<file path="src/rtl/fas_pkg.sv">
// fas_pkg: shared constants, state encoding and helpers for the FFT
// frequency analyzer (fft_freq_analyzer) and its magnitude pipeline.
//   - bin word layout: [31:16] signed real part, [15:0] signed imaginary part
//   - controller states: IDLE, SCAN, FLUSH
package fas_pkg;

    // Ceiling log2, usable in constant expressions.
    function automatic int clog2_f(input int value);
        int result;
        result = 0;
        while ((1 << result) < value) begin
            result = result + 1;
        end
        return result;
    endfunction

    localparam int DATA_WIDTH     = 32;
    localparam int BIN_NUM        = 16;
    localparam int BIN_ADDR_WIDTH = clog2_f(BIN_NUM);
    localparam int MAG_WIDTH      = 32;
    localparam int HALF_WIDTH     = DATA_WIDTH / 2;
    // A square of a 16-bit signed value is at most 2^30, so 31 bits suffice.
    localparam int SQ_WIDTH       = 2 * HALF_WIDTH - 1;

    // Field slice positions inside a bin word.
    localparam int RE_LSB = HALF_WIDTH;
    localparam int IM_LSB = 0;

    // Controller state encoding.
    localparam logic [1:0] IDLE  = 2'd0;
    localparam logic [1:0] SCAN  = 2'd1;
    localparam logic [1:0] FLUSH = 2'd2;

    typedef enum logic [1:0] {
        ST_IDLE  = IDLE,
        ST_SCAN  = SCAN,
        ST_FLUSH = FLUSH
    } state_e;

endpackage

</file>
<file path="src/rtl/fas_mag_sq.sv">
// fas_mag_sq: two-stage registered magnitude-squared unit for one bin.
//   stage 1: re*re and im*im (signed x signed), index and valid carried along
//   stage 2: sum of the two squares, zero-extended to MAG_WIDTH
// Ports:
//   clk, rst        clock, asynchronous active-low reset
//   valid_i         a bin is presented this cycle
//   re_i, im_i      signed real / imaginary parts
//   idx_i           bin index side-band
//   valid_o         mag_o/idx_o hold a result this cycle
//   mag_o           re*re + im*im
//   idx_o           index matching mag_o
module fas_mag_sq
    import fas_pkg::*;
(
    input  logic                      clk,
    input  logic                      rst,
    input  logic                      valid_i,
    input  logic [HALF_WIDTH-1:0]     re_i,
    input  logic [HALF_WIDTH-1:0]     im_i,
    input  logic [BIN_ADDR_WIDTH-1:0] idx_i,
    output logic                      valid_o,
    output logic [MAG_WIDTH-1:0]      mag_o,
    output logic [BIN_ADDR_WIDTH-1:0] idx_o
);

    logic signed [SQ_WIDTH-1:0] re_x;
    logic signed [SQ_WIDTH-1:0] im_x;
    logic [SQ_WIDTH-1:0]        sq_re_d, sq_re_q;
    logic [SQ_WIDTH-1:0]        sq_im_d, sq_im_q;
    logic                       s1_valid_q;
    logic [BIN_ADDR_WIDTH-1:0]  s1_idx_q;
    logic [MAG_WIDTH-1:0]       mag_d, mag_q;
    logic                       s2_valid_q;
    logic [BIN_ADDR_WIDTH-1:0]  s2_idx_q;

    // Sign-extend to the square width; the true square is non-negative and
    // below 2^31, so the low SQ_WIDTH bits of the product are exact.
    assign re_x    = {{(SQ_WIDTH-HALF_WIDTH){re_i[HALF_WIDTH-1]}}, re_i};
    assign im_x    = {{(SQ_WIDTH-HALF_WIDTH){im_i[HALF_WIDTH-1]}}, im_i};
    assign sq_re_d = SQ_WIDTH'(re_x * re_x);
    assign sq_im_d = SQ_WIDTH'(im_x * im_x);
    assign mag_d   = MAG_WIDTH'(sq_re_q) + MAG_WIDTH'(sq_im_q);

    always_ff @(posedge clk or negedge rst) begin
        if (!rst) begin
            sq_re_q    <= '0;
            sq_im_q    <= '0;
            s1_valid_q <= 1'b0;
            s1_idx_q   <= '0;
            mag_q      <= '0;
            s2_valid_q <= 1'b0;
            s2_idx_q   <= '0;
        end else begin
            sq_re_q    <= sq_re_d;
            sq_im_q    <= sq_im_d;
            s1_valid_q <= valid_i;
            s1_idx_q   <= idx_i;
            mag_q      <= mag_d;
            s2_valid_q <= s1_valid_q;
            s2_idx_q   <= s1_idx_q;
        end
    end

    assign valid_o = s2_valid_q;
    assign mag_o   = mag_q;
    assign idx_o   = s2_idx_q;

endmodule

</file>
<file path="src/rtl/fft_freq_analyzer.sv">
// fft_freq_analyzer: captures a frame of BIN_NUM complex FFT bins, scans
// them one per cycle through fas_mag_sq and reports the strongest bin.
// Ports:
//   clk         system clock, rising edge
//   rst         asynchronous active-low reset
//   bins_valid  frame strobe; bins_in is sampled when the block is idle
//   bins_in     flattened frame, bin k at [k*DATA_WIDTH +: DATA_WIDTH]
//   busy        high while a frame is held or being scanned
//   done        one-cycle pulse, freq/peak_mag updated on the previous edge
//   freq        index of the peak bin (lowest index wins ties)
//   peak_mag    re*re + im*im of the peak bin
//   state_dbg   current controller state, for observation only
// Handshake: bins_valid is a single-cycle strobe with no back-pressure; a
// strobe is taken only when busy is low, otherwise it is dropped.
module fft_freq_analyzer
    import fas_pkg::*;
(
    input  logic                          clk,
    input  logic                          rst,
    input  logic                          bins_valid,
    input  logic [BIN_NUM*DATA_WIDTH-1:0] bins_in,
    output logic                          busy,
    output logic                          done,
    output logic [BIN_ADDR_WIDTH-1:0]     freq,
    output logic [MAG_WIDTH-1:0]          peak_mag,
    output logic [1:0]                    state_dbg
);

    state_e                    state_q, state_d;
    logic [DATA_WIDTH-1:0]     frame_q [BIN_NUM];
    logic [BIN_ADDR_WIDTH-1:0] idx_q, idx_d;
    logic                      flush_q, flush_d;
    logic                      done_q, done_d;
    logic                      capture;
    logic                      issue;
    logic                      load_result;

    logic [DATA_WIDTH-1:0]     cur_bin;
    logic                      s2_valid;
    logic [MAG_WIDTH-1:0]      s2_mag;
    logic [BIN_ADDR_WIDTH-1:0] s2_idx;

    logic                      take;
    logic [MAG_WIDTH-1:0]      best_mag_q, best_mag_d;
    logic [BIN_ADDR_WIDTH-1:0] best_idx_q, best_idx_d;
    logic [BIN_ADDR_WIDTH-1:0] freq_q;
    logic [MAG_WIDTH-1:0]      peak_q;

    // ---------------- controller ----------------
    always_ff @(posedge clk or negedge rst) begin
        if (!rst) begin
            state_q <= ST_IDLE;
            idx_q   <= '0;
            flush_q <= 1'b0;
            done_q  <= 1'b0;
        end else begin
            state_q <= state_d;
            idx_q   <= idx_d;
            flush_q <= flush_d;
            done_q  <= done_d;
        end
    end

    always_comb begin
        state_d     = state_q;
        idx_d       = idx_q;
        flush_d     = flush_q;
        done_d      = 1'b0;
        capture     = 1'b0;
        issue       = 1'b0;
        load_result = 1'b0;
        case (state_q)
            ST_IDLE: begin
                idx_d   = '0;
                flush_d = 1'b0;
                if (bins_valid) begin
                    capture = 1'b1;
                    state_d = ST_SCAN;
                end
            end
            ST_SCAN: begin
                issue = 1'b1;
                idx_d = idx_q + 1'b1;
                if (idx_q == BIN_ADDR_WIDTH'(BIN_NUM - 1)) begin
                    state_d = ST_FLUSH;
                    flush_d = 1'b0;
                end
            end
            ST_FLUSH: begin
                // Second flush edge: the last bin leaves stage 2 now, so the
                // result is taken from the compare's next-value path.
                if (flush_q) begin
                    state_d     = ST_IDLE;
                    done_d      = 1'b1;
                    load_result = 1'b1;
                end else begin
                    flush_d = 1'b1;
                end
            end
            default: begin
                state_d = ST_IDLE;
            end
        endcase
    end

    assign busy      = (state_q != ST_IDLE);
    assign done      = done_q;
    assign state_dbg = state_q;

    // ---------------- frame store ----------------
    always_ff @(posedge clk or negedge rst) begin
        if (!rst) begin
            for (int k = 0; k < BIN_NUM; k++) begin
                frame_q[k] <= '0;
            end
        end else if (capture) begin
            for (int k = 0; k < BIN_NUM; k++) begin
                frame_q[k] <= bins_in[k*DATA_WIDTH +: DATA_WIDTH];
            end
        end
    end

    assign cur_bin = frame_q[idx_q];

    // ---------------- magnitude pipeline ----------------
    fas_mag_sq u_mag_sq (
        .clk     (clk),
        .rst     (rst),
        .valid_i (issue),
        .re_i    (cur_bin[RE_LSB +: HALF_WIDTH]),
        .im_i    (cur_bin[IM_LSB +: HALF_WIDTH]),
        .idx_i   (idx_q),
        .valid_o (s2_valid),
        .mag_o   (s2_mag),
        .idx_o   (s2_idx)
    );

    // ---------------- peak tracking ----------------
    // Bin 0 always seeds the search; afterwards strict greater-than keeps the
    // lowest index on ties.
    always_comb begin
        take       = s2_valid && ((s2_idx == '0) || (s2_mag > best_mag_q));
        best_mag_d = best_mag_q;
        best_idx_d = best_idx_q;
        if (take) begin
            best_mag_d = s2_mag;
            best_idx_d = s2_idx;
        end
    end

    always_ff @(posedge clk or negedge rst) begin
        if (!rst) begin
            best_mag_q <= '0;
            best_idx_q <= '0;
            freq_q     <= '0;
            peak_q     <= '0;
        end else begin
            best_mag_q <= best_mag_d;
            best_idx_q <= best_idx_d;
            if (load_result) begin
                freq_q <= best_idx_d;
                peak_q <= best_mag_d;
            end
        end
    end

    assign freq     = freq_q;
    assign peak_mag = peak_q;

endmodule

</file>
<file path="config.mk">
export PLATFORM = sky130hd
export DESIGN_NAME = fft_freq_analyzer
export DESIGN_NICKNAME = d
export VERILOG_FILES = /design/src/rtl/fas_pkg.sv /design/src/rtl/fas_mag_sq.sv /design/src/rtl/fft_freq_analyzer.sv
export SDC_FILE = /design/constraint.sdc
export NUM_CORES = 2
export LEC_CHECK = 0
export CAP_MARGIN = 15
export CORE_UTILIZATION = 52
export DETAILED_ROUTE_END_ITERATION = 8
export GPL_ROUTABILITY_DRIVEN = 0
export MAX_ROUTING_LAYER = met4
export PLACE_DENSITY_LB_ADDON = 0.1
export SLEW_MARGIN = 15
export SYNTH_ARGS = -nofsm -noshare
export SYNTH_HDL_FRONTEND = slang
export SYNTH_SLANG_ARGS = --single-unit
</file>
<file path="constraint.sdc">
create_clock -name clk -period 6.77 [get_ports clk]
set_input_delay 1.354 -clock clk [delete_from_list [all_inputs] [get_ports clk]]
set_output_delay 1.354 -clock clk [all_outputs]
set_load 0.01 [all_outputs]
</file>
### Yosys cells after proc, flatten, opt, wreduce, memory -nomap -nowiden

Cells that the tools add are included.

| storage, ports and cells | value |
|---|---|
| logic and storage cells | 70 |
| input port bits | 515 |
| output and inout bits | 40 |
| bits in registers | 696 |

| cells by class | value |
|---|---|
| multipliers | 2 |
| $add $sub $neg | 2 |
| mux-type cells | 17 |
| reductions and logical operators | 9 |
| magnitude comparators | 2 |
| equality and inequality tests | 6 |
| bitwise logic cells | 1 |

Operators by type and width:

| kind | number |
|---|---|
| $bmux 32 s4 | 1 |
| $mux 32 | 3 |
| $mul 16x16->31 | 2 |
| $add 31x31->32 | 1 |
| $gt 32x32->1 | 1 |
| $pmux 4 s2 | 1 |
| $mux 1 | 6 |
| $mux 2 | 3 |
| $ne 2x2->1 const B | 3 |
| $pmux 2 s3 | 1 |
| $ge 5x5->1 const B | 1 |
| $not 4->5 | 1 |
| $add 4x1->4 const B | 1 |
| $eq 4x4->1 const B | 1 |
| $logic_not 4->1 | 1 |
| $mux 4 | 1 |
| $reduce_bool 2->1 | 2 |
| $pmux 1 s3 | 1 |
| $reduce_and 3->1 | 1 |
| $reduce_bool 3->1 | 1 |
| $eq 2x1->1 const B | 1 |
| $eq 2x2->1 const B | 1 |
| $logic_not 2->1 | 1 |
| $reduce_and 2->1 | 1 |
| other kinds (2) | 2 |

### Longest topological paths before layout

| depth | value |
|---|---|
| word-level depth | 5 |
| gate-level depth with buffers | 30 |
| mapped depth without buffers | 26 |

### Cells and area by module

A second synthesis with hierarchy kept.

| unflattened totals | value |
|---|---|
| cells, all modules | 3905 |
| area, all modules | 47862.2 µm² |

Modules (own cells, without submodules):

| module | area each (µm²) | instances | seq. area each (µm²) | cells an instance |
|---|---|---|---|---|
| fft_freq_analyzer | 26848.2 | 1 | 14814.2 | 1717 |
| fas_mag_sq | 21013.9 | 1 | 2552.4 | 2188 |

### Worst setup path before layout

Ideal clock, no wire load.

| timing path | value |
|---|---|
| kind | flip-flop to flip-flop |
| start point | register idx_q[0] |
| end point | register u_mag_sq.sq_im_q[29] |
| buffers on the path | 4 |
| period minus slack after synthesis | 7.516 ns |
| setup slack | -0.746 ns |
| data required time | 6.641 ns |
| library setup time | 0.129 ns |
| arrival time | 7.387 ns |
| stages on the path, launching flop included | 28 |
| cells stage by stage | dfrtp_1 clkbuf_1 buf_4 buf_2 mux4_2 mux4_2 buf_2 nand2_1 inv_1 fa_1 inv_1 fa_1 fa_1 inv_1 fa_1 fa_1 inv_1 fa_1 inv_1 ha_1 and3_1 nand4_1 or3b_2 a21oi_1 o21ai_0 a21oi_1 a221oi_1 xnor2_1 |

| on the way | value |
|---|---|
| longest elaborated chain between the ends | 5 |

Ends and longest elaborated chain:

| item | line | RTL |
|---|---|---|
| start: declaration | fft_freq_analyzer.sv:31 | `logic [BIN_ADDR_WIDTH-1:0] idx_q, idx_d;` |
| start signal: assignment | fft_freq_analyzer.sv:58 | `idx_q <= idx_d;` |
| $not 4->5 (not written as such) | fft_freq_analyzer.sv:123 | `assign cur_bin = frame_q[idx_q];` |
| $bmux 32 s4 | fft_freq_analyzer.sv:123 |  |
| $mux 32 (not written as such) (2 in a row) | fft_freq_analyzer.sv:123 |  |
| $mul 16x16->31 | fas_mag_sq.sv:41 | `assign sq_im_d = SQ_WIDTH'(im_x * im_x);` |
| via u_mag_sq.sq_im_d[29] | fas_mag_sq.sv:29 | `logic [SQ_WIDTH-1:0] sq_im_d, sq_im_q;` |
| end signal: assignment | fas_mag_sq.sv:55 | `sq_im_q <= sq_im_d;` |
| end: declaration | fas_mag_sq.sv:29 |  |

The timed path passes the listed nets, and every way through them passes these cells. The select of a mux whose other input is x is not followed.
A chain may end at the register's enable or synchronous reset.

### Worst setup path in the final report

| timing path | value |
|---|---|
| start point | register idx_q[0] |
| end point | register u_mag_sq.sq_im_q[26] |

Same word-level chain as after synthesis.

==> run_results.csv <==
group,metric,value,unit
run_status,outcome,"complete, but fails checks",
global_routing,grt_max_degree,146,
clock_network,cts_tree,"yes",
logic_synthesis,ys.flop_type,"dfrtp_1",
timing,min_period_over_period,1.09,
global_routing,overflow,0,
floorplanning,die_y,305,um
floorplanning,die_x,305,um
hold_path,min_delay_path_depth,0,
logic_synthesis,synth_top_cell_area_share,0.363,
place,hpwl,105000,um
run_status,violations,"negative setup slack",
global_routing,antenna_found_initial,46,
clock_network,cts_max_level,3,
detailed_routing,wl_per_cell,21.7,um
worst_setup_path,cp_num_cells,25,
logic_synthesis,syn_nets,5116,
logic_synthesis,yosysWarningCount,0,
floorplanning,io_pins,555,
detailed_routing,antenna_left,0,
detailed_routing,drtIter0Drc,2323,
timing,timing.final.max_slew_violations,0,
timing,worstMarginPinSlew,1.14,ns
worst_setup_path,slowest_stage,"mux4_2",
worst_setup_path,critPathKind,"register to register",
timing,rsz0062_at_grt,"yes",
floorplanning,rows,110,
global_routing,grt_pass1_vias,35800,
logic_synthesis,synth_area_leaders,"dfrtp_1 (36%), fa_1 (19%), mux2_2 (12%), mux4_2 (7.4%), ha_1 (6.1%)",
detailed_routing,wirelength,134000,um
worst_setup_path,ff2ff_path_depth,25,
logic_synthesis,ys_ff_latch,694,
floorplanning,core,90600,um^2
logic_synthesis,yosysMostFrequentCell,"dfrtp_1",
logic_synthesis,yosysTopAreaCell,"dfrtp_1",
logic_synthesis,syn_inst,3908,
timing,fmax,136,MHz
timing,hold_viol_final,0,
logic_synthesis,mappedNetlistArea,47800,um^2
cells_and_area,drive_gt1_frac,0.333,
worst_setup_path,critPathLaunchType,"register",
cells_and_area,nets,6124,
floorplanning,start_util,0.528,
timing,fin_crit,7.36,ns
worst_setup_path,critPathBufInv,11,
logic_synthesis,avgSynthCellArea,12.2,um^2
timing,holdWs,0.347,ns
worst_setup_path,critPathMaxFanout,6,
worst_setup_path,reg2reg_slack,-0.59,ns
logic_synthesis,ys_seq_area_frac,0.363,
clock_network,cts-root-buf,"clkbuf_16",
detailed_routing,drtPass1Iterations,5,
timing,fin_worst_skew,0.0519,ns
global_routing,grt_use_total,0.303,
place,placement.io_buffers,554,
cells_and_area,syn_to_final_growth,32.1,%
clock_network,clk_latency,0.66,ns
logic_synthesis,synth_edf_count,0,
clock_network,hold_buffers,0,
worst_setup_path,cp_top_family,"adder cells",
clock_network,clk_path_buf_depth,3,
logic_synthesis,synth-async-reset-ratio,1.00,
worst_setup_path,slowest_delay,0.65,ns
timing,timing.final.setup_violations,32,
worst_setup_path,end_kind,"register",
logic_synthesis,ys_types,69,
hold_path,hp-class,"register to register",
timing,post-route-worst-setup-slack,-0.591,ns
run,drv_cap,0,
detailed_routing,drc_errors,0,
detailed_routing,vias,33100,
logic_synthesis,yosys-top-cells-count,"dfrtp_1 (694), inv_1 (687), mux2_2 (516)",
detailed_routing,vias_per_cell,5.35,
global_routing,grt_pass1_wl,209000,um
clock_network,cts_sinks,694,
floorplanning,die-area,93100,um^2
clock_network,cts_buffers,78,
clock_network,clk_pin_slew,0.06,ns
worst_setup_path,worstPathArrival,7.86,ns
worst_setup_path,cp_data_required_time,7.27,ns
timing,relSlewSlack,0.243,
==> placed cells by master (no fill, tap or decap), types with 32 or more instances in the layout <==
master	n
fa_1	429
ha_1	199
nand2_1	177
buf_12	32
o21ai_0	55
nand3_1	51
mux2_2	516
dfrtp_1	690
clkdlybuf4s50_1	553
diode_2	45
buf_4	404
inv_1	614
xnor2_1	64
mux4_2	158
nor2_1	120
inv_2	72
nand2_2	36
a21o_1	44
a31oi_1	40
buf_6	77
a21oi_1	49
clkbuf_16	79
==> kinds of logic (layout without fill, tap and decap cells) <==
group                      after synthesis  in the layout  synth area share
buffers and inverters                  844           1907            0.0691
DFF                                    694            694             0.363
adders and majority gates              693            693             0.254
muxes                                  678            680             0.197
and+or+nand+nor                        572            572            0.0545
AOI/OAI and AO/OA                      326            326            0.0440
xor gates and xnor gates               101            101            0.0185
other                                    0             45                 0
==> registers in the layout, indices dropped and copies added, names as in the netlist <==
register             cells
peak_mag                32
freq                     4
u_mag_sq.idx_o           4
done                     1
u_mag_sq.sq_im_q        30
idx_q                    4
best_mag_q              32
flush_q                  1
u_mag_sq.mag_o          32
u_mag_sq.s1_idx_q        4
u_mag_sq.valid_o         1
u_mag_sq.s1_valid_q      1
u_mag_sq.sq_re_q        30
frame_q                512
state_dbg                2
best_idx_q               4
==> timing repair <==
| action | 4_1_cts | 5_1_grt |
|---|---|---|
| resized for setup | 240 | 189 |
| endpoints found under the hold margin | 0 | 0 |
| cloned | 9 | 1 |
| pin swaps | 99 | 112 |
| setup buffers | 60 | 51 |
| setup endpoints to repair | 35 | 37 |
==> final cells by class <==
type / count / area, um^2
multi-input cells: 2372 / 28600
fillers: 6400 / 27500
flip-flops and latches: 694 / 17400
repair buffers: 1080 / 10400
inverters: 690 / 2600
clock buffers: 110 / 2250
well taps: 1176 / 1470
clock inverters: 27 / 318
diodes: 45 / 113
==> metal layers <==
layer / share of wire / track usage / wire (um)
met1: 0.43 / 0.407 / 58100
met4: 0.023 / 0.0851 / 3090
met5: 0 / - / 0
met2: 0.48 / 0.474 / 64900
met3: 0.061 / 0.0589 / 8260
==> metrics by stage <==
| step | utilization | TNS, ns | instances | instance area (um^2) | setup WS, ns |
|---|---|---|---|---|---|
| 2_1_floorplan | - | -0.771 | 3908 | 48300 | -0.188 |
| 3_3_place_gp | 0.640 | -10.38 | 5908 | 57900 | -0.551 |
| 3_5_place_dp | 0.640 | -12.01 | 5908 | 57900 | -0.602 |
| 4_1_cts | 0.686 | -8.81 | 6110 | 62100 | -0.515 |
| 5_1_grt | 0.697 | -17.44 | 6192 | 63100 | -0.778 |
| 6_report | 0.697 | -10.88 | 6194 | 63100 | -0.591 |
==> path summary, 6_finish.rpt <==
kind	start	endpoint
setup / recovery	idx_q[0]$_DFFE_PN0P_	u_mag_sq.sq_im_q[26]$_DFF_PN0_
hold / removal	u_mag_sq.s1_valid_q$_DFF_PN0_	u_mag_sq.valid_o$_DFF_PN0_
setup reg to reg	idx_q[0]$_DFFE_PN0P_	u_mag_sq.sq_im_q[26]$_DFF_PN0_
hold reg to reg	u_mag_sq.s1_valid_q$_DFF_PN0_	u_mag_sq.valid_o$_DFF_PN0_
max in group asynchronous	rst	frame_q[156]$_DFFE_PN0P_
min in group asynchronous	rst	frame_q[70]$_DFFE_PN0P_
Power is not shown: default switching activity piles up to over one toggle a cycle in this logic, so the estimate is an artifact.
